### src/rtl/gba_timer_bank_pkg.sv
// Shared constants and helpers for the GBA timer bank: control bit positions,
// prescale masks, register offsets and width decode.
package gba_timer_bank_pkg;

  localparam int unsigned CTL_START = 7;
  localparam int unsigned CTL_IRQ   = 6;
  localparam int unsigned CTL_CUP   = 2;

  // Writable control bits; everything else reads back as 0.
  localparam logic [7:0] CTL_RW_MASK  = 8'hC7;
  localparam logic [7:0] CTL_CUP_BIT  = 8'h04;

  localparam logic [9:0] PS_MASK_1    = 10'd0;
  localparam logic [9:0] PS_MASK_64   = 10'd63;
  localparam logic [9:0] PS_MASK_256  = 10'd255;
  localparam logic [9:0] PS_MASK_1024 = 10'd1023;

  localparam int unsigned OFF_RELOAD = 0;
  localparam int unsigned OFF_CTL    = 2;

  typedef enum logic [1:0] {
    PsDiv1    = 2'b00,
    PsDiv64   = 2'b01,
    PsDiv256  = 2'b10,
    PsDiv1024 = 2'b11
  } prescale_e;

  function automatic logic [9:0] ps_mask(input logic [1:0] ps);
    logic [9:0] m;
    m = PS_MASK_1;
    unique case (prescale_e'(ps))
      PsDiv1:    m = PS_MASK_1;
      PsDiv64:   m = PS_MASK_64;
      PsDiv256:  m = PS_MASK_256;
      PsDiv1024: m = PS_MASK_1024;
      default:   m = PS_MASK_1;
    endcase
    return m;
  endfunction

  function automatic logic [3:0] width_be(input logic [1:0] w);
    logic [3:0] be;
    case (w)
      2'b00:   be = 4'b0001;
      2'b01:   be = 4'b0011;
      default: be = 4'b1111;
    endcase
    return be;
  endfunction

endpackage

### src/rtl/gba_timer_bank_channel.sv
// One timer channel: reload, control, prescale counter and live counter,
// with cascade input and overflow/IRQ pulse outputs.
module gba_timer_bank_channel
  import gba_timer_bank_pkg::*;
#(
  parameter bit IsFirst = 1'b0
) (
  input  logic        i_clk_mem,
  input  logic        i_rst,
  input  logic        i_tick,
  input  logic        i_cascade_in,
  input  logic        i_we,
  input  logic [2:0]  i_be,
  input  logic [23:0] i_wdata,
  output logic [15:0] o_counter,
  output logic [7:0]  o_control,
  output logic        o_ovf,
  output logic        o_irq
);

  // Channel 0 has no predecessor, so its count-up bit is never stored.
  localparam logic [7:0] CtlMask = IsFirst ? (CTL_RW_MASK & ~CTL_CUP_BIT) : CTL_RW_MASK;

  logic [15:0] r_counter;
  logic [15:0] r_reload;
  logic [7:0]  r_ctl;
  logic [9:0]  r_pcount;

  logic [15:0] w_new_reload;
  logic [7:0]  w_new_ctl;
  logic [9:0]  w_mask;
  logic        w_ctl_we;
  logic        w_start_edge;
  logic        w_running;
  logic        w_cup;
  logic        w_pre_hit;
  logic        w_step;
  logic        w_wrap;

  always_comb begin
    w_new_reload = r_reload;
    if (i_we && i_be[0]) w_new_reload[7:0]  = i_wdata[7:0];
    if (i_we && i_be[1]) w_new_reload[15:8] = i_wdata[15:8];
  end

  assign w_ctl_we     = i_we & i_be[2];
  assign w_new_ctl    = w_ctl_we ? (i_wdata[23:16] & CtlMask) : r_ctl;
  assign w_start_edge = w_ctl_we & w_new_ctl[CTL_START] & ~r_ctl[CTL_START];

  // The step is always evaluated against the control held before this cycle's write.
  assign w_running = r_ctl[CTL_START];
  assign w_cup     = r_ctl[CTL_CUP];
  assign w_mask    = ps_mask(r_ctl[1:0]);
  assign w_pre_hit = (r_pcount & w_mask) == w_mask;
  assign w_step    = w_running & (w_cup ? i_cascade_in : (i_tick & w_pre_hit));
  assign w_wrap    = w_step & (r_counter == 16'hFFFF);

  always_ff @(posedge i_clk_mem or posedge i_rst) begin
    if (i_rst) begin
      r_counter <= 16'h0000;
      r_reload  <= 16'h0000;
      r_ctl     <= 8'h00;
      r_pcount  <= 10'd0;
    end else begin
      r_reload <= w_new_reload;
      r_ctl    <= w_new_ctl;
      if (w_start_edge) begin
        r_counter <= w_new_reload;
        r_pcount  <= 10'd0;
      end else begin
        if (w_wrap) begin
          r_counter <= r_reload;
        end else if (w_step) begin
          r_counter <= r_counter + 16'd1;
        end
        if (w_running && !w_cup && i_tick) begin
          r_pcount <= r_pcount + 10'd1;
        end
      end
    end
  end

  assign o_counter = r_counter;
  assign o_control = r_ctl;
  assign o_ovf     = w_wrap;
  assign o_irq     = w_wrap & r_ctl[CTL_IRQ];

endmodule

### src/rtl/gba_timer_bank.sv
// GBA timer bank top: tick divider, io-window decode, write-lane alignment,
// read mux and the cascaded channel array.
module gba_timer_bank
  import gba_timer_bank_pkg::*;
#(
  parameter int unsigned N_TIMERS  = 4,
  parameter logic [11:0] BASE_ADDR = 12'h100,
  parameter int unsigned TICK_DIV  = 3
) (
  input  logic                i_clk_mem,
  input  logic                i_rst,
  input  logic [11:0]         i_addr,
  input  logic [31:0]         i_data_in,
  output logic [31:0]         o_data_out,
  input  logic                i_read,
  input  logic                i_write,
  input  logic [1:0]          i_width,
  output logic [N_TIMERS-1:0] o_irq,
  output logic [N_TIMERS-1:0] o_ovf
);

  localparam int unsigned DivW    = (TICK_DIV > 1) ? $clog2(TICK_DIV) : 1;
  localparam logic [DivW-1:0] DivLast = DivW'(TICK_DIV - 1);
  localparam logic [12:0] WinEnd  = 13'(BASE_ADDR) + 13'(4 * N_TIMERS);

  logic [DivW-1:0] r_div;
  logic            w_tick;

  logic            w_in_win;
  logic [2:0]      w_sel;
  logic [1:0]      w_byte;
  logic [3:0]      w_be;
  logic [31:0]     w_wdata;
  logic [31:0]     w_word;
  logic            w_unused_bits;

  logic [15:0]     w_counter [N_TIMERS];
  logic [7:0]      w_ctl     [N_TIMERS];

  assign w_tick = (r_div == DivLast);

  always_ff @(posedge i_clk_mem or posedge i_rst) begin
    if (i_rst) begin
      r_div <= '0;
    end else if (w_tick) begin
      r_div <= '0;
    end else begin
      r_div <= r_div + 1'b1;
    end
  end

  assign w_in_win = (i_addr >= BASE_ADDR) && ({1'b0, i_addr} < WinEnd);
  assign w_sel    = 3'((i_addr - BASE_ADDR) >> 2);
  assign w_byte   = i_addr[1:0];
  assign w_be     = 4'(width_be(i_width) << w_byte);
  assign w_wdata  = i_data_in << {w_byte, 3'b000};

  // The top byte carries no control bits and reads are side-effect free.
  assign w_unused_bits = ^{w_wdata[31:24], w_be[3], i_read};

  for (genvar i = 0; i < N_TIMERS; i++) begin : g_ch
    logic w_cas;
    logic w_ovf_ch;
    logic w_irq_ch;
    logic w_we;

    if (i == 0) begin : g_first
      assign w_cas = 1'b0;
    end else begin : g_chain
      assign w_cas = g_ch[i-1].w_ovf_ch;
    end

    assign w_we = i_write & w_in_win & (w_sel == 3'(i));

    gba_timer_bank_channel #(
      .IsFirst (i == 0)
    ) u_channel (
      .i_clk_mem    (i_clk_mem),
      .i_rst        (i_rst),
      .i_tick       (w_tick),
      .i_cascade_in (w_cas),
      .i_we         (w_we),
      .i_be         (w_be[2:0]),
      .i_wdata      (w_wdata[23:0]),
      .o_counter    (w_counter[i]),
      .o_control    (w_ctl[i]),
      .o_ovf        (w_ovf_ch),
      .o_irq        (w_irq_ch)
    );

    assign o_ovf[i] = w_ovf_ch;
    assign o_irq[i] = w_irq_ch;
  end

  always_comb begin
    w_word = 32'h0000_0000;
    for (int i = 0; i < N_TIMERS; i++) begin
      if (w_in_win && (w_sel == 3'(i))) begin
        w_word = {8'h00, w_ctl[i], w_counter[i]};
      end
    end
  end

  assign o_data_out = w_word >> {w_byte, 3'b000};

endmodule

### config.mk
export PLATFORM = sky130hd
export DESIGN_NAME = gba_timer_bank
export DESIGN_NICKNAME = d
export VERILOG_FILES = /design/src/rtl/gba_timer_bank_pkg.sv /design/src/rtl/gba_timer_bank_channel.sv /design/src/rtl/gba_timer_bank.sv
export SDC_FILE = /design/constraint.sdc
export NUM_CORES = 1
export LEC_CHECK = 0
export CAP_MARGIN = 30
export CELL_PAD_IN_SITES_DETAIL_PLACEMENT = 2
export CELL_PAD_IN_SITES_GLOBAL_PLACEMENT = 2
export CORE_ASPECT_RATIO = 0.7
export CORE_UTILIZATION = 34
export CTS_BUF_LIST = sky130_fd_sc_hd__clkbuf_16
export CTS_CLUSTER_SIZE = 20
export DETAILED_ROUTE_END_ITERATION = 12
export GPL_TIMING_DRIVEN = 0
export HOLD_SLACK_MARGIN = 0.08
export PLACE_DENSITY = 0.74
export SLEW_MARGIN = 25
export SYNTH_ARGS = -nofsm -noshare
export SYNTH_HDL_FRONTEND = slang
export SYNTH_SLANG_ARGS = --single-unit
### constraint.sdc
create_clock -name i_clk_mem -period 6.6 [get_ports i_clk_mem]
set_input_delay 1.65 -clock i_clk_mem [delete_from_list [all_inputs] [get_ports i_clk_mem]]
set_output_delay 1.65 -clock i_clk_mem [all_outputs]
set_load 0.03 [all_outputs]
# [Yosys cells after proc, flatten, opt, wreduce, memory -nomap -nowiden]
# Cells that the tools add are included.
[totals] out_inout_bits=40 register_bits=189
[op_classes] magnitude_cmp=2 eq_ne=25 n_mux=45 bitwise_logic=41 n_reduce_logical=37 shifts=3 n_addsub=10
[op_table] operator="16-bit 2-to-1 mux" count=12
[op_table] operator="10-bit case mux with 4 select lines" count=4
[op_table] operator="32-bit 2-to-1 mux" count=3
[op_table] operator="8-bit 2-to-1 mux" count=12
[op_table] operator="10-bit 2-to-1 mux" count=8
[op_table] operator="16-bit by 1-bit adder with 16-bit output, second input constant" count=4
[op_table] operator="16-bit == test, second input constant" count=4
[op_table] operator="10-bit by 1-bit adder with 10-bit output, second input constant" count=4
[op_table] operator="10-bit bitwise AND" count=4
[op_table] operator="10-bit == test" count=4
[op_table] operator="1-bit bitwise AND" count=33
[op_table] operator="32-bit by 5-bit << shifter with 24-bit output" count=1
[op_table] operator="32-bit by 5-bit >> shifter with 32-bit output" count=1
[op_table] operator="24-bit 2-to-1 mux" count=1
[op_table] operator="1-bit logical AND" count=20
[op_table] operator="2-bit == test, second input constant" count=9
[op_table] operator="12-bit by 9-bit greater-or-equal comparator with 1-bit output, second input constant" count=1
[op_table] operator="12-bit by 9-bit < comparator with 1-bit output, second input constant" count=1
[op_table] operator="3-bit nonzero test" count=4
[op_table] operator="2-bit by 1-bit == test with 1-bit output, second input constant" count=5
[op_table] operator="2-bit zero test" count=5
[op_table] operator="4-bit case mux with 2 select lines" count=1
[op_table] operator="2-bit nonzero test" count=4
[op_table] operator="3-bit by 2-bit == test with 1-bit output, second input constant" count=2
[op_table] operator="9 further kinds" count=16

# [Longest topological paths before layout]
[logic_depth] ltp_word=18 mapped_depth=12

# [Modules after synthesis]
# From an unflattened synthesis, not the netlist that was laid out.
[unflattened] cells_unflattened=1182 area_unflattened_um2=11564.8
[modules_own_cells] mod="gba_timer_bank_channel at g_ch[1].u_channel ..." n_inst=3 area_each_um2=2461.1 seq_area_each_um2=1176.1 cells_each=236
[modules_own_cells] mod="gba_timer_bank_channel at g_ch[0].u_channel" n_inst=1 area_each_um2=2492.4 seq_area_each_um2=1151.1 cells_each=247
[modules_own_cells] mod="gba_timer_bank" n_inst=1 area_each_um2=1689.1 seq_area_each_um2=50.0 cells_each=227

# [Worst setup path after synthesis]
# OpenSTA, ideal clock, no wires.
[synth_timing] path_type="in2out" start="in i_addr[6]" end="out o_data_out[5]" cell_stages=7 arrival_ns=4.077 t_required_ns=4.950 slack_ns=0.872 cell_sequence="nor4b_1 -> nand3b_1 -> nor2_1 -> clkbuf_1 -> a22oi_1 -> and3_1 -> a211oi_1"
[synth_via] elab_chain_len=8 word_cells_on_any_way=12 classes_between="order compare (2); shift (1); mux (4); reduce/logical (5)"
[synth_lines] item="from (decl)" line_no="gba_timer_bank.sv:12" rtl="input logic [11:0] i_addr,"
[synth_lines] item="12-bit by 9-bit greater-or-equal comparator with 1-bit output / 12-bit by 9-bit < comparator with 1-bit output (equally long branches)" line_no="gba_timer_bank.sv:52" rtl="assign w_in_win = (i_addr >= BASE_ADDR) && ({1'b0, i_addr} < WinEnd);"
[synth_lines] item="1-bit logical AND *" line_no="gba_timer_bank.sv:52"
[synth_lines] item="1-bit logical AND" line_no="gba_timer_bank.sv:98" rtl="if (w_in_win && (w_sel == 3'(i))) begin"
[synth_lines] item="24-bit 2-to-1 mux" line_no="gba_timer_bank.sv:98"
[synth_lines] item="32-bit 2-to-1 mux (2 in a row)" line_no="gba_timer_bank.sv:98"
[synth_lines] item="32-bit 2-to-1 mux *" line_no="gba_timer_bank.sv:98"
[synth_lines] item="32-bit by 5-bit >> shifter with 32-bit output *" line_no="gba_timer_bank.sv:104" rtl="assign o_data_out = w_word >> {w_byte, 3'b000};"
[synth_lines] item="to (decl)" line_no="gba_timer_bank.sv:14" rtl="output logic [31:0] o_data_out,"
# Every way passes the cells marked *; elsewhere a longest branch is shown, timed or not.

# [Worst setup path in the final report]
[layout_timing] start="in i_addr[6]" end="out o_data_out[10]"
# The elaborated chain is that of the path after synthesis.

==> flow_summary.toml <==
[min_path]
min_from = "g_ch[2].u_channel.r_reload[15]"
min_to = "g_ch[2].u_channel.r_reload[15]"
hold_class = "flip-flop to flip-flop"
whs_path_depth = 1

[flow_run]
max_cap_viol_count = 0

[setup_path]
reg2reg_setup_slack_ps = 2970
crit_start = "i_addr[6]"
path_buf_inv = 4
setup.worst_path.end_class = "primary output"
crit_slowest_cell = "clkdlybuf4s50_1"
worst_r2r_endpoint = "g_ch[2].u_channel.o_counter[8]"
required_ps = 4950
reg2regPathDepth = 10
critical_path_class = "input port to primary output"
crit_path_max_incr_delay_ps = 760
cp_top_family = "buffers and inverters"
path_cells = "clkdlybuf4s50_1 > nor4b_2 > nand3b_1 > buf_4 > buf_4 > or2_2 > o22ai_1 > a221oi_1 > and2_1 > a211oi_1 > clkdlybuf4s50_1"
r2r-start = "r_div[1]"
worstSetupStartpointType = "input port"
critPathMaxFanout = 5
cp_data_arrival_time_ps = 4850

[layout]
multiInputGateArea_um2 = 5670
seq_area_um2 = 4730
final_nets = 1276
utilization = 0.408
layout_commonest_cell = "dfrtp_1"
final_cell_mix = "dfrtp_1 (189), nor2_1 (139), nand2_1 (83)"
instances_no_fill = 1650
fillers = 3386
syn_to_final_growth_pct = 18.3
finalInstanceArea_um2 = 12700
drive_gt1_frac = 0.138

[placed_design]
port-buffer-count = 64
place_hpwl_mm = 32.7
routabilityCongestion = 0.943
dp.cells = 1615
postPlaceCellArea_um2 = 12100

[routing]
ant_nets = 0
wl_mm = 43.4
vias = 9652
avgRoutedWirePerCell_um = 26.3
dr.pass1.iters = 4
drc = 0
detail_route.iter0.violations = 614
vias_per_cell = 5.85

[synthesis]
synth-async-reset-ratio = 1.00
synth_compound_area_frac = 0.163
synthCells = 1114
synth_adder_area_share = 0.00931
synth_area_um2 = 10800
synth_xor_area_frac = 0.0562
synth.avg_cell_area_um2 = 9.65
ys_seq_elements = 189
synth-edff-count = 0
ys_seq_area_frac = 0.440
yosysWarnings = 0
synth_cell_type_count = 68
synth-simple-area-share = 0.180
synth_top_family_by_area = "simple AND/OR/NAND/NOR gates"
synthMuxAreaShare = 0.109
synthFlopType = "dfrtp_1"

[run_status]
status = "finished clean"

[timing]
timing.final.crit_share = 0.984
slew_headroom = 0.321
tns_ps = 0
worst_pin_slew_ps = 1010
period_needed_ps = 6500
setup_viol = 0
drv_slew = 0
skew_ps = 10.7
hold_viol = 0
timing.fmax_mhz = 154

[power]
power_w = 0.00260
peakVddDrop_uv = 149
powerDensity_nw_per_um2 = 204
p_leak_nw = 5.32

[global_route]
antenna_found_initial = 3
grt.busiest_layer = "met2"
grt_usage = 0.275
grt.met3_usage = 0.0524
first_global_vias = 10200
use_met1 = 0.388
use_met2 = 0.420
grt_max_degree = 31
gr-total-overflow = 0
grt_pass1_wl_mm = 65.8

[cts]
clock_latency_ps = 460
ctsLongestPathBuffers = 2
cts_max_level = 4
clkTransAtPathRegs_ps = 70
cts_num_sinks = 189
cts_hold_buf = 0
cts_buffers = 17
cts_tree = "built"
cts_root_buf = "clkbuf_16"

[floorplanning]
rows = 54
core_um2 = 31100
die_w_um = 215
dieHeight_um = 151
initial_core_util = 0.345
ios = 90
die_area_um2 = 32400
-- cell families after synthesis --
| family | count (synthesis) |
|---|---|
| AND/OR/NAND/NOR | 397 |
| XOR/XNOR | 69 |
| adder cells (fa/ha/maj) | 8 |
| multiplexers | 107 |
| other | 1 |
| AO/OA/AOI/OAI | 247 |
| flip-flops | 189 |
| buffers and inverters | 96 |
-- metrics by stage --
step | setup slack [ps] | hold WS, ps
floorplan | 873 | 451
finish | 103 | 527
global placement | -673 | 503
global route | -12.2 | 547
CTS | 4.75 | 532
detailed placement | -843 | 515
-- where the power goes --
group          internal (W)  switching, W
registers           0.00120     0.0000638
logic              0.000138      0.000231
clock network      0.000503      0.000464
total               0.00184      0.000758
-- layer usage --
| layer | up-vias | part of all wire |
|---|---|---|
| li1 | 4254 | - |
| met1 | 5123 | 0.48 |
| met2 | 218 | 0.45 |
| met3 | 57 | 0.046 |
| met4 | 0 | 0.029 |
| met5 | - | 0 |
-- final cells by class --
cell class              instances  area share
repair buffers                 79      0.0649
flip-flops and latches        189       0.372
clock buffers                  17      0.0335
well taps                     420      0.0413
multi-input cells             839       0.446
diodes                          1    0.000197
clock inverters                13     0.00689
plain buffers                  73      0.0296
inverters                      19     0.00590
-- what timing repair did --
| action | CTS | global route |
|---|---|---|
| gates resized for setup | 16 | 8 |
| setup endpoints to repair | 20 | 10 |
| cloned | 0 | 0 |
| hold endpoints to repair | 0 | 0 |
| buffers inserted | 7 | 0 |
| pin swaps | 3 | 0 |
-- cell usage after synthesis (4+ instances only) --
master / number / share of area
o211ai_1: 7 / 0.0049
o21ai_0: 42 / 0.020
buf_4: 19 / 0.013
nand3_1: 48 / 0.022
or3_1: 8 / 0.0047
nor2_1: 143 / 0.050
buf_2: 8 / 0.0037
ha_1: 8 / 0.0093
dfrtp_1: 189 / 0.44
mux2_2: 76 / 0.080
inv_1: 18 / 0.0063
o22ai_1: 9 / 0.0052
clkbuf_1: 42 / 0.015
buf_1: 6 / 0.0021
a221o_1: 36 / 0.034
and4_1: 9 / 0.0073
nand2_1: 83 / 0.029
nand4_1: 20 / 0.012
and3_1: 20 / 0.012
a211oi_1: 29 / 0.020
a22o_1: 9 / 0.0073
nand2b_1: 4 / 0.0023
nor3_1: 15 / 0.0070
xnor2_1: 38 / 0.031
a21oi_1: 48 / 0.022
mux2i_1: 30 / 0.028
a22oi_1: 34 / 0.024
a221oi_1: 8 / 0.0065
nor2b_1: 8 / 0.0047
xor2_1: 31 / 0.025
and2_1: 15 / 0.0087
-- state kept, by name, summed over array words and instances, names as in the netlist --
signal                    flops
g_ch.u_channel.r_pcount      40
r_div                         2
g_ch.u_channel.o_control     19
g_ch.u_channel.r_reload      64
g_ch.u_channel.o_counter     64
-- how the worst max path moves through the flow --
| stage | end | depth (start not counted) |
|---|---|---|
| after floorplan | o_data_out[5] | 7 |
| after global placement | o_data_out[14] | 10 |
| after detailed placement | o_data_out[8] | 10 |
| after CTS | o_irq[3] | 11 |
| after global routing | o_data_out[3] | 9 |
| final | o_data_out[10] | 11 |
Power figures use the tool's default switching activity.
==> variant (same flow settings) <==
`TICK_DIV`: 3 -> 2.
--- a/src/rtl/gba_timer_bank.sv
+++ b/src/rtl/gba_timer_bank.sv
@@ -7,3 +7,3 @@
   parameter logic [11:0] BASE_ADDR = 12'h100,
-  parameter int unsigned TICK_DIV  = 3
+  parameter int unsigned TICK_DIV  = 2
 ) (
Function: changed (Yosys sat finds a counterexample within 4 cycles, from zero or initial values and one cycle with i_rst high).
==> variant against the unedited design <==
Routed wire length increased by 2.8%; power is 3.7% higher; synthesized area is 1.2% higher; core utilization rose by 0.56 points; sequential power barely moved; sequential cell count decreased by 1; final area rose by 1.8%; synthesized cell count increased by 0.90%; via count grew 2.9%; worst setup slack got worse by 0.059 ns; final cell count increased by 0.79%; count of clock-buffer cells in the layout unchanged; critical endpoint is now o_data_out[15]; largest cell class unchanged; largest power group unchanged.
==> variant: results <==
{
  "finalNetCount": 1288,
  "io_buffers": 65,
  "postRouteWirelength_um": 44600,
  "rrSetupSlack_ns": 2.67,
  "p_comb_frac": 0.113,
  "clkPwrFrac": 0.421,
  "dr.pass1.iters": 5,
  "crit_end": "o_data_out[15]",
  "syn_area_per_cell_sq_um": 9.679,
  "post-place-ws_ns": -0.3248,
  "wl_per_cell_um": 26.82,
  "drt-initial-drc-count": 630,
  "synthTopCellsByCount": "dfrtp_1 (188), nor2_1 (133), nand2_1 (105)",
  "ir_worst_vdd_uv": 143.1,
  "skew_ns": 0.02032,
  "maxSlewHeadroom": 0.2798,
  "crit_fanout": 10,
  "fillCellCount": 3313,
  "p_leak_uw": 0.005489,
  "status": "finished, final reports clean",
  "grt_usage": 0.2794,
  "detailedPlacementHpwl_um": 33940,
  "num_vias": 9932,
  "hold_path_end": "g_ch[3].u_channel.r_reload[9]",
  "grt_pass1_vias": 10190,
  "yosysSeqAreaShare": 0.4324,
  "grt_max_degree": 32,
  "crit_path_max_incr_delay_ns": 0.68,
  "grt_first_pass_wirelength_um": 67190
}
-- variant: cell count changes after synthesis, moves of 10 or more --
cell	delta
a22oi_1	-17
a221o_1	+10
mux2_2	+14
xnor2_1	-12
nor2_1	-10
mux2i_1	-12
nand2_1	+22
a221oi_1	+13
a211oi_1	-13
-- variant: area by class of cell --
type / instances / area, sq um / area share
multi-input combinational: 863 / 5848 / 0.4517
clock inverter: 15 / 195.2 / 0.01508
sequential: 188 / 4705 / 0.3634
buffer: 72 / 367.9 / 0.02841
inverter: 10 / 41.29 / 0.003189
clock buffer: 17 / 425.4 / 0.03286
timing repair buffer: 78 / 839.6 / 0.06484
tap: 420 / 525.5 / 0.04059
-- variant: logic make-up after synthesis --
family / count (synthesis) / share of synthesized area
XOR/XNOR: 62 / 0.04991
AND/OR/NAND/NOR: 416 / 0.1894
adder cells (fa/ha/maj): 8 / 0.009201
buffers and inverters: 83 / 0.03588
flip-flops: 188 / 0.4324
multiplexers: 108 / 0.1097
other: 1 / 0.0003447
AO/OA/AOI/OAI: 258 / 0.1731
-- variant: repair_timing --
item                       CTS  global route
cloned                       0             0
setup endpoints to repair   15            12
pin swaps                    1             0
buffers inserted             3             0
gates resized for setup     15             8
-- variant: per-stage QoR --
step | hold WS (ns) | total power [uW]
4_1_cts | 0.5274 | 2708
2_1_floorplan | 0.4664 | 1427
3_3_place_gp | 0.4987 | 1552
5_1_grt | 0.5507 | 2781
6_report | 0.5261 | 2693
3_5_place_dp | 0.5121 | 1578
-- variant: routing by layer --
| metal | wire, um | GRT usage |
|---|---|---|
| met5 | 13 | 0 |
| met3 | 2010 | 0.04810 |
| met1 | 21560 | 0.3957 |
| met2 | 20010 | 0.4349 |
| met4 | 1013 | 0.08617 |
